--- config.mk ---
export PLATFORM = sky130hd
export DESIGN_NAME = seq_detect_sched
export DESIGN_NICKNAME = d
export VERILOG_FILES = /design/src/rtl/seq_detect_sched.sv
export SDC_FILE = /design/constraint.sdc
export NUM_CORES = 1
export LEC_CHECK = 0
export CAP_MARGIN = 5
export CORE_MARGIN = 2
export CORE_UTILIZATION = 47
export CTS_CLUSTER_SIZE = 28
export DETAILED_ROUTE_END_ITERATION = 8
export PLACE_DENSITY = 0.86
export SLEW_MARGIN = 10
export SYNTH_ARGS = -nofsm -noshare
export SYNTH_HDL_FRONTEND = slang
export SYNTH_SLANG_ARGS = --single-unit
--- constraint.sdc ---
create_clock -name clk -period 3.71 [get_ports clk]
set_input_delay 1.113 -clock clk [delete_from_list [all_inputs] [get_ports clk]]
set_output_delay 1.113 -clock clk [all_outputs]
set_load 0.005 [all_outputs]
--- src/rtl/seq_detect_sched.sv ---
// rtl/seq_detect_sched.sv - round-robin job scheduler sharing one serial sequence detector
// Optional pre-job detector flush is compiled in with SEQ_SCHED_FLUSH_EN.
module seq_detect_sched #(
    parameter int NREQ   = 4,
    parameter int WORD_W = 16,
    parameter int LEN_W  = 5,
    parameter int CNT_W  = 5,
    localparam int ID_W  = (NREQ > 1) ? $clog2(NREQ) : 1
) (
    input  logic                    clk,
    input  logic                    rst,
    input  logic [NREQ-1:0]         req_i,
    input  logic [NREQ*WORD_W-1:0]  data_i,
    input  logic [NREQ*LEN_W-1:0]   len_i,
    output logic [NREQ-1:0]         gnt_o,
    output logic                    busy_o,
    output logic                    det_in,
    output logic                    det_rst_n,
    input  logic                    det_out,
    output logic                    done_o,
    output logic [ID_W-1:0]         done_id_o,
    output logic [CNT_W-1:0]        match_cnt_o
);

    localparam logic [2:0] IDLE  = 3'd0;
`ifdef SEQ_SCHED_FLUSH_EN
    localparam logic [2:0] FLUSH = 3'd1;
`endif
    localparam logic [2:0] SHIFT = 3'd2;
    localparam logic [2:0] DRAIN = 3'd3;
    localparam logic [2:0] DONE  = 3'd4;

    logic [2:0]        state_q, state_d;
    logic [ID_W-1:0]   rr_ptr_q, rr_ptr_d;
    logic [WORD_W-1:0] word_q, word_d;
`ifdef SEQ_SCHED_FLUSH_EN
    logic [LEN_W-1:0]  len_q, len_d;
`endif
    logic [LEN_W-1:0]  idx_q, idx_d;
    logic              first_q, first_d;
    logic [CNT_W-1:0]  cnt_q, cnt_d;
    logic [ID_W-1:0]   id_q, id_d;
    logic [NREQ-1:0]   gnt_q, gnt_d;
    logic              busy_q, busy_d;
    logic              det_in_q, det_in_d;
    logic              det_rst_n_q, det_rst_n_d;
    logic              done_q, done_d;
    logic [ID_W-1:0]   done_id_q, done_id_d;
    logic [CNT_W-1:0]  match_cnt_q, match_cnt_d;

    logic              pick_valid;
    logic [ID_W-1:0]   pick_id, cand;
    logic [WORD_W-1:0] sel_word, shifted;
    logic [LEN_W-1:0]  sel_len_raw, sel_len;
    logic [CNT_W-1:0]  cnt_inc;

    // Descending scan so the lowest offset from rr_ptr wins.
    always_comb begin
        pick_valid = 1'b0;
        pick_id    = '0;
        cand       = '0;
        for (int i = NREQ - 1; i >= 0; i--) begin
            cand = ID_W'((int'(rr_ptr_q) + i) % NREQ);
            if (req_i[cand]) begin
                pick_valid = 1'b1;
                pick_id    = cand;
            end
        end
        sel_word    = data_i[int'(pick_id)*WORD_W +: WORD_W];
        sel_len_raw = len_i[int'(pick_id)*LEN_W +: LEN_W];
        sel_len     = (sel_len_raw > LEN_W'(WORD_W)) ? LEN_W'(WORD_W) : sel_len_raw;
        cnt_inc     = (&cnt_q) ? cnt_q : cnt_q + 1'b1;
    end

    always_comb begin
        state_d     = state_q;
        rr_ptr_d    = rr_ptr_q;
        word_d      = word_q;
`ifdef SEQ_SCHED_FLUSH_EN
        len_d       = len_q;
`endif
        idx_d       = idx_q;
        first_d     = 1'b0;
        cnt_d       = cnt_q;
        id_d        = id_q;
        gnt_d       = '0;
        busy_d      = busy_q;
        det_in_d    = 1'b0;
        det_rst_n_d = 1'b1;
        done_d      = 1'b0;
        done_id_d   = done_id_q;
        match_cnt_d = match_cnt_q;
        shifted     = '0;
        case (state_q)
            IDLE: begin
                if (pick_valid) begin
                    gnt_d[pick_id] = 1'b1;
                    busy_d         = 1'b1;
                    word_d         = sel_word;
                    id_d           = pick_id;
                    cnt_d          = '0;
                    rr_ptr_d       = (int'(pick_id) == NREQ - 1) ? '0 : pick_id + 1'b1;
`ifdef SEQ_SCHED_FLUSH_EN
                    len_d       = sel_len;
                    det_rst_n_d = 1'b0;
                    state_d     = FLUSH;
`else
                    if (sel_len == '0) begin
                        state_d = DONE;
                    end else begin
                        shifted  = sel_word >> (sel_len - 1'b1);
                        det_in_d = shifted[0];
                        idx_d    = sel_len - 1'b1;
                        first_d  = 1'b1;
                        state_d  = SHIFT;
                    end
`endif
                end
            end
`ifdef SEQ_SCHED_FLUSH_EN
            FLUSH: begin
                if (len_q == '0) begin
                    state_d = DONE;
                end else begin
                    shifted  = word_q >> (len_q - 1'b1);
                    det_in_d = shifted[0];
                    idx_d    = len_q - 1'b1;
                    first_d  = 1'b1;
                    state_d  = SHIFT;
                end
            end
`endif
            SHIFT: begin
                // The first SHIFT cycle still sees the detector's pre-job output.
                if (!first_q && det_out) cnt_d = cnt_inc;
                if (idx_q == '0) begin
                    state_d = DRAIN;
                end else begin
                    shifted  = word_q >> (idx_q - 1'b1);
                    det_in_d = shifted[0];
                    idx_d    = idx_q - 1'b1;
                end
            end
            DRAIN: begin
                if (det_out) cnt_d = cnt_inc;
                state_d = DONE;
            end
            DONE: begin
                done_d      = 1'b1;
                done_id_d   = id_q;
                match_cnt_d = cnt_q;
                busy_d      = 1'b0;
                state_d     = IDLE;
            end
            default: state_d = IDLE;
        endcase
    end

    always_ff @(posedge clk or negedge rst) begin
        if (!rst) begin
            state_q     <= IDLE;
            rr_ptr_q    <= '0;
            word_q      <= '0;
`ifdef SEQ_SCHED_FLUSH_EN
            len_q       <= '0;
`endif
            idx_q       <= '0;
            first_q     <= 1'b0;
            cnt_q       <= '0;
            id_q        <= '0;
            gnt_q       <= '0;
            busy_q      <= 1'b0;
            det_in_q    <= 1'b0;
            det_rst_n_q <= 1'b0;
            done_q      <= 1'b0;
            done_id_q   <= '0;
            match_cnt_q <= '0;
        end else begin
            state_q     <= state_d;
            rr_ptr_q    <= rr_ptr_d;
            word_q      <= word_d;
`ifdef SEQ_SCHED_FLUSH_EN
            len_q       <= len_d;
`endif
            idx_q       <= idx_d;
            first_q     <= first_d;
            cnt_q       <= cnt_d;
            id_q        <= id_d;
            gnt_q       <= gnt_d;
            busy_q      <= busy_d;
            det_in_q    <= det_in_d;
            det_rst_n_q <= det_rst_n_d;
            done_q      <= done_d;
            done_id_q   <= done_id_d;
            match_cnt_q <= match_cnt_d;
        end
    end

    assign gnt_o       = gnt_q;
    assign busy_o      = busy_q;
    assign det_in      = det_in_q;
    assign det_rst_n   = det_rst_n_q;
    assign done_o      = done_q;
    assign done_id_o   = done_id_q;
    assign match_cnt_o = match_cnt_q;

endmodule

### Yosys cells after proc, flatten, opt, wreduce, memory -nomap -nowiden

Index checks and enable logic that the tools add are counted.

* flip-flop bits (word level): 49

* multiplexer cells: 45
* add/subtract/negate cells: 7
* equal/unequal tests: 10
* reduce and logical (&&, ||, !) cells: 15
* shift operators: 4
* $mul: 1
* $lt $le $gt $ge: 7

Operator list (count)
* variable part select 64 x 7 -> 16 bit: 1
* two-way mux 5 bit: 8
* right shift 16 x 5 -> 1 bit: 2
* variable part select 20 x 6 -> 5 bit: 1
* two-way mux 1 bit: 17
* < comparator 2 x 3 -> 1 bit (second input constant): 5
* one-hot mux 5 bit (3 select lines): 1
* inequality test 2 bit (second input constant): 6
* logical NOT 5 bit: 2
* two-way mux 2 bit: 5
* one-hot mux 5 bit (2 select lines): 1
* subtractor 5 x 1 -> 5 bit (second input constant): 2
* two-way mux 3 bit: 3
* one-hot mux 3 bit (3 select lines): 1
* binary-select mux 1 bit (select 2 bit): 4
* two-way mux 4 bit: 2
* AND reduction 4 bit: 2
* equality test 3 x 2 -> 1 bit (second input constant): 2
* AND reduction 2 bit: 3
* adder 5 x 1 -> 5 bit (second input constant): 1
* greater-than comparator 5 bit (second input constant): 1
* multiplier 2 x 3 -> 5 bit (second input constant): 1
* AND reduction 5 bit: 1
* adder 2 x 1 -> 2 bit (second input constant): 2
* other kinds (11): 15

### Logic depth before layout (Yosys ltp)

* depth after elaboration: 16
* depth in mapped cells: 12
* gate-level depth less buffers: 12

### Worst setup path after synthesis

OpenSTA, ideal clock, no wires.

* path kind: input port to flip-flop
* from: in req_i[2]
* to: reg det_in_q, in the netlist det_in
* slack: -26 ps
* data arrival time: 3672 ps
* library setup time: 65 ps
* cell stages on the path: 12
* path buffers: 0
* required time: 3645 ps
* cell sequence: nor2b_1 a21o_1 a211oi_4 inv_1 a211oi_4 or2_2 nand3_1 ha_1 mux4_2 mux2_2 nor4_1 or3_1

* cells in the longest elaborated chain, start to end: 15
* elaborated cells on any way between the ends: 27
* those cells by class: add/sub (1); mul (1); order compare (1); shift (3); mux (20); reduce/logical (1)

Ends and longest elaborated chain
* start, declared: line 12 `input logic [NREQ-1:0] req_i,`
* binary-select mux 1 bit (select 2 bit): line 64 `if (req_i[cand]) begin`
* two-way mux 1 bit (not written as such): line 64
* two-way mux 2 bit (4 in series): line 64
* multiplier 2 x 3 -> 5 bit: line 70 `sel_len_raw = len_i[int'(pick_id)*LEN_W +: LEN_W];`
* variable part select 20 x 6 -> 5 bit: line 70
* greater-than comparator 5 bit: line 71 `sel_len = (sel_len_raw > LEN_W'(WORD_W)) ? LEN_W'(WORD_W) : sel_len_raw;`
* two-way mux 5 bit: line 71
* subtractor 5 x 1 -> 5 bit: line 111 `shifted = sel_word >> (sel_len - 1'b1);`
* right shift 16 x 5 -> 1 bit: line 111
* two-way mux 1 bit: line 108 `if (sel_len == '0) begin`
* two-way mux 1 bit (*): line 96 `if (pick_valid) begin`
* one-hot mux 1 bit (2 select lines) (*): line 94 `case (state_q)`
* via det_in_d: line 45 `logic det_in_q, det_in_d;`
* end signal, assigned: line 191 `det_in_q <= det_in_d;`
* end, declared: line 45

The timed path passes the listed nets; every way through them passes the cells marked *. The select of a mux whose other input is x is not followed.
A chain may end at the register's enable or synchronous reset.

### Worst setup path after layout

Ends and elaborated chain as after synthesis.

==> impl_metrics.toml <==
[critical_path]
critPathRequiredTime_ps = 3960
crit_type = "in -> reg"
reg2reg_depth = 12
crit_start = "req_i[2]"
worstReg2RegStart = "rr_ptr_q[1]$_DFFE_PN0P_"
path_cells = "dlygate4sd2_1 -> nor2b_4 -> a211o_1 -> and3_4 -> a211oi_4 -> or2_4 -> nand3_2 -> ha_4 -> buf_4 -> mux4_2 -> mux2_2 -> nor3_2 -> or3_1"
cpPeakStageDelay_ps = 360
rrSetupSlack_ps = 620
end_kind = "register"
cp.arrival_ps = 3940
crit_path_max_fanout = 3
path_buf_inv = 2
slowest_stage = "a211o_1"
r2r-end = "det_in$_DFF_PN0_"
path_delay_family = "simple AND/OR/NAND/NOR gates"
start_kind = "input pin"

[cts]
cts_buffers = 5
cts_tree = "built"
cts-root-buf = "clkbuf_8"
ctsHoldBuffers = 0
cts.clk_slew.worst_paths_ps = 100
cts_max_level = 2
cts_sinks = 49
clock_latency_ps = 310
clk_path_buf_depth = 2

[sta]
timing.slew.headroom = 0.292
slew_violations = 0
hold_ws_ps = 488
fin_crit_sh = 0.995
finalWorstPathRequiredPeriod_ps = 3690
hold_viol_final = 0
rsz0062_at_grt = "yes"
fmax_mhz = 271
setup_viol = 0
tightest_slew_ps = 1060
skew_ps = 7.37

[grt]
grt_pass1_wl_um = 15500
grt_pass1_vias = 3487
antenna_found_initial = 0
grt_max_degree = 50
grt_usage = 0.257
grt_overflow = 0

[power]
peakVddDrop_v = 0.000331
power.density_nw_per_um2 = 758
power.leakage_nw = 2.18

[synthesis]
yosysWarnings = 0
ys.flop_type = "dfrtp_1"
synth_cells = 362
avgSynthCellArea_um2 = 9.10
syn-num-nets = 463
async_flop_share = 1.00
synth.distinct_cells = 53
synth-seq-area-share = 0.372
ys_seq_elements = 49
synth_area_um2 = 3290
synth_edf_count = 0

[min_path]
hold_class = "reg -> reg"
hold_depth = 2
hold_path_end = "word_q[4]$_DFFE_PN0P_"
min_from = "word_q[4]$_DFFE_PN0P_"

[floorplan]
start_util = 0.485
rows = 30
ios = 106
die-area_um2 = 7690
die_y_um = 87.7
core_um2 = 6790
die_w_um = 87.7

[job]
cap_violations = 0

[detailed_routing]
drtIter0Drc = 184
ant_nets = 0
via_count = 3332
routedWlPerCell_um = 15.5
viasPerCell = 5.56
routed_wl_um = 9280
drt_first_pass_iters = 4
drcViolationCount = 0

[run_status]
outcome = "complete, no violations"

[finish]
area_growth_pct = 49.8
final_util = 0.726
antenna_cells = 0
n_fill_cell = 529
drive_above_1_share = 0.211
finalNetCount = 603

[place]
io_buffers = 105
post-dp-hpwl_um = 7280
routabilityCongestion = 0.876
[worst max path at each step]
stage	to	slack (ps)	cells after the start
6_report	det_in$_DFF_PN0_	20	13
5_1_grt	det_in$_DFF_PN0_	-90	13
4_1_cts	det_in$_DFF_PN0_	60	13
3_5_place_dp	det_in$_DFF_PN0_	-620	13
3_3_place_gp	det_in$_DFF_PN0_	-460	13
2_1_floorplan	det_in$_DFF_PN0_	40	12
[logic make-up (layout without fill, tap and decap cells)]
kind of cell | count (synthesis) | count (layout) | share of synthesized area
fa+ha+maj | 10 | 10 | 0.0380
mux | 20 | 20 | 0.0946
buf+inv | 29 | 170 | 0.0391
other cells | 1 | 1 | 0.00114
xor+xnor | 4 | 4 | 0.0106
simple gates | 146 | 146 | 0.214
flops | 49 | 49 | 0.372
compound gates | 103 | 103 | 0.230
[sequential cells by signal (all words and copies together), names as in the netlist, 2 cells and up]
name         cells
word_q          16
done_id_o        2
state_q          3
id_q             2
cnt_q            5
idx_q            5
gnt_o            4
rr_ptr_q         2
match_cnt_o      5
[synth_stat cells, types with 4 or more instances]
| master | number | area share |
|---|---|---|
| a31o_2 | 11 | 0.029 |
| a21o_1 | 4 | 0.0091 |
| inv_1 | 7 | 0.0080 |
| nor3_1 | 4 | 0.0061 |
| a211oi_1 | 18 | 0.041 |
| nand2_1 | 62 | 0.071 |
| nor2_1 | 14 | 0.016 |
| and3_1 | 20 | 0.038 |
| dfrtp_1 | 49 | 0.37 |
| a21oi_1 | 13 | 0.020 |
| and2_1 | 6 | 0.011 |
| ha_1 | 10 | 0.038 |
| mux2_2 | 9 | 0.031 |
| o21ai_0 | 32 | 0.049 |
| a31o_1 | 5 | 0.013 |
| mux4_2 | 8 | 0.055 |
| nand3_1 | 19 | 0.029 |
| clkbuf_1 | 15 | 0.017 |
[metal layers]
metal	vias up	track usage	part of all wire
li1	1602	-	-
met1	1622	0.269	0.37
met2	92	0.518	0.57
met3	16	0.0434	0.037
met4	0	0.0685	0.016
met5	-	0	0
[cells in the final DEF, fill, tap and decap left out, types with 11 or more instances in the layout]
master / netlist / layout
dfrtp_1: 49 / 49
clkdlybuf4s50_1: 0 / 100
nand3_1: 19 / 18
buf_4: 3 / 44
o21ai_0: 32 / 32
nand2_1: 62 / 61
a21oi_1: 13 / 13
a31o_2: 11 / 11
a211oi_1: 18 / 18
nor2_1: 14 / 14
and3_1: 20 / 18
[power breakdown]
part	switching, mW	total, mW	internal, mW	leakage, nW
clock	0.194	0.331	0.137	0.0423
combinational	1.18	2.47	1.29	1.53
sequential	0.189	0.946	0.757	0.612
total	1.56	3.74	2.18	2.18
[timing repair]
action | 4_1_cts | 5_1_grt
gates cloned | 0 | 0
buffers inserted | 6 | 1
gates resized for setup | 23 | 4
endpoints found under the setup margin | 6 | 5
pin swaps | 10 | 8
[tightest hold or removal path: stages (launching register included)]
cell and delay (ps):
dfrtp_1 350, nand2_1 50, o21ai_0 60
[area by class of cell]
class,count,area (um2),share of cell area
clock buffers,5,68.8,0.0139
well taps,96,120,0.0243
flip-flops and latches,49,1230,0.249
inverters,8,35.0,0.00710
multi-input cells,284,2020,0.410
repair buffers,154,1430,0.290
clock inverters,3,26.3,0.00533
[metrics by stage]
stage	setup slack (ps)	total power [mW]	setup TNS [ps]	area [um2]	std cells
2_1_floorplan	35.2	2.39	0	3290	362
3_3_place_gp	-460	3.13	-2020	4690	585
3_5_place_dp	-620	3.23	-2720	4690	585
4_1_cts	62.6	3.68	0	4900	598
5_1_grt	-87.6	4.04	-87.6	4930	599
6_report	16.7	3.74	0	4930	599
Note: power is estimated with default switching activity, not from simulation.
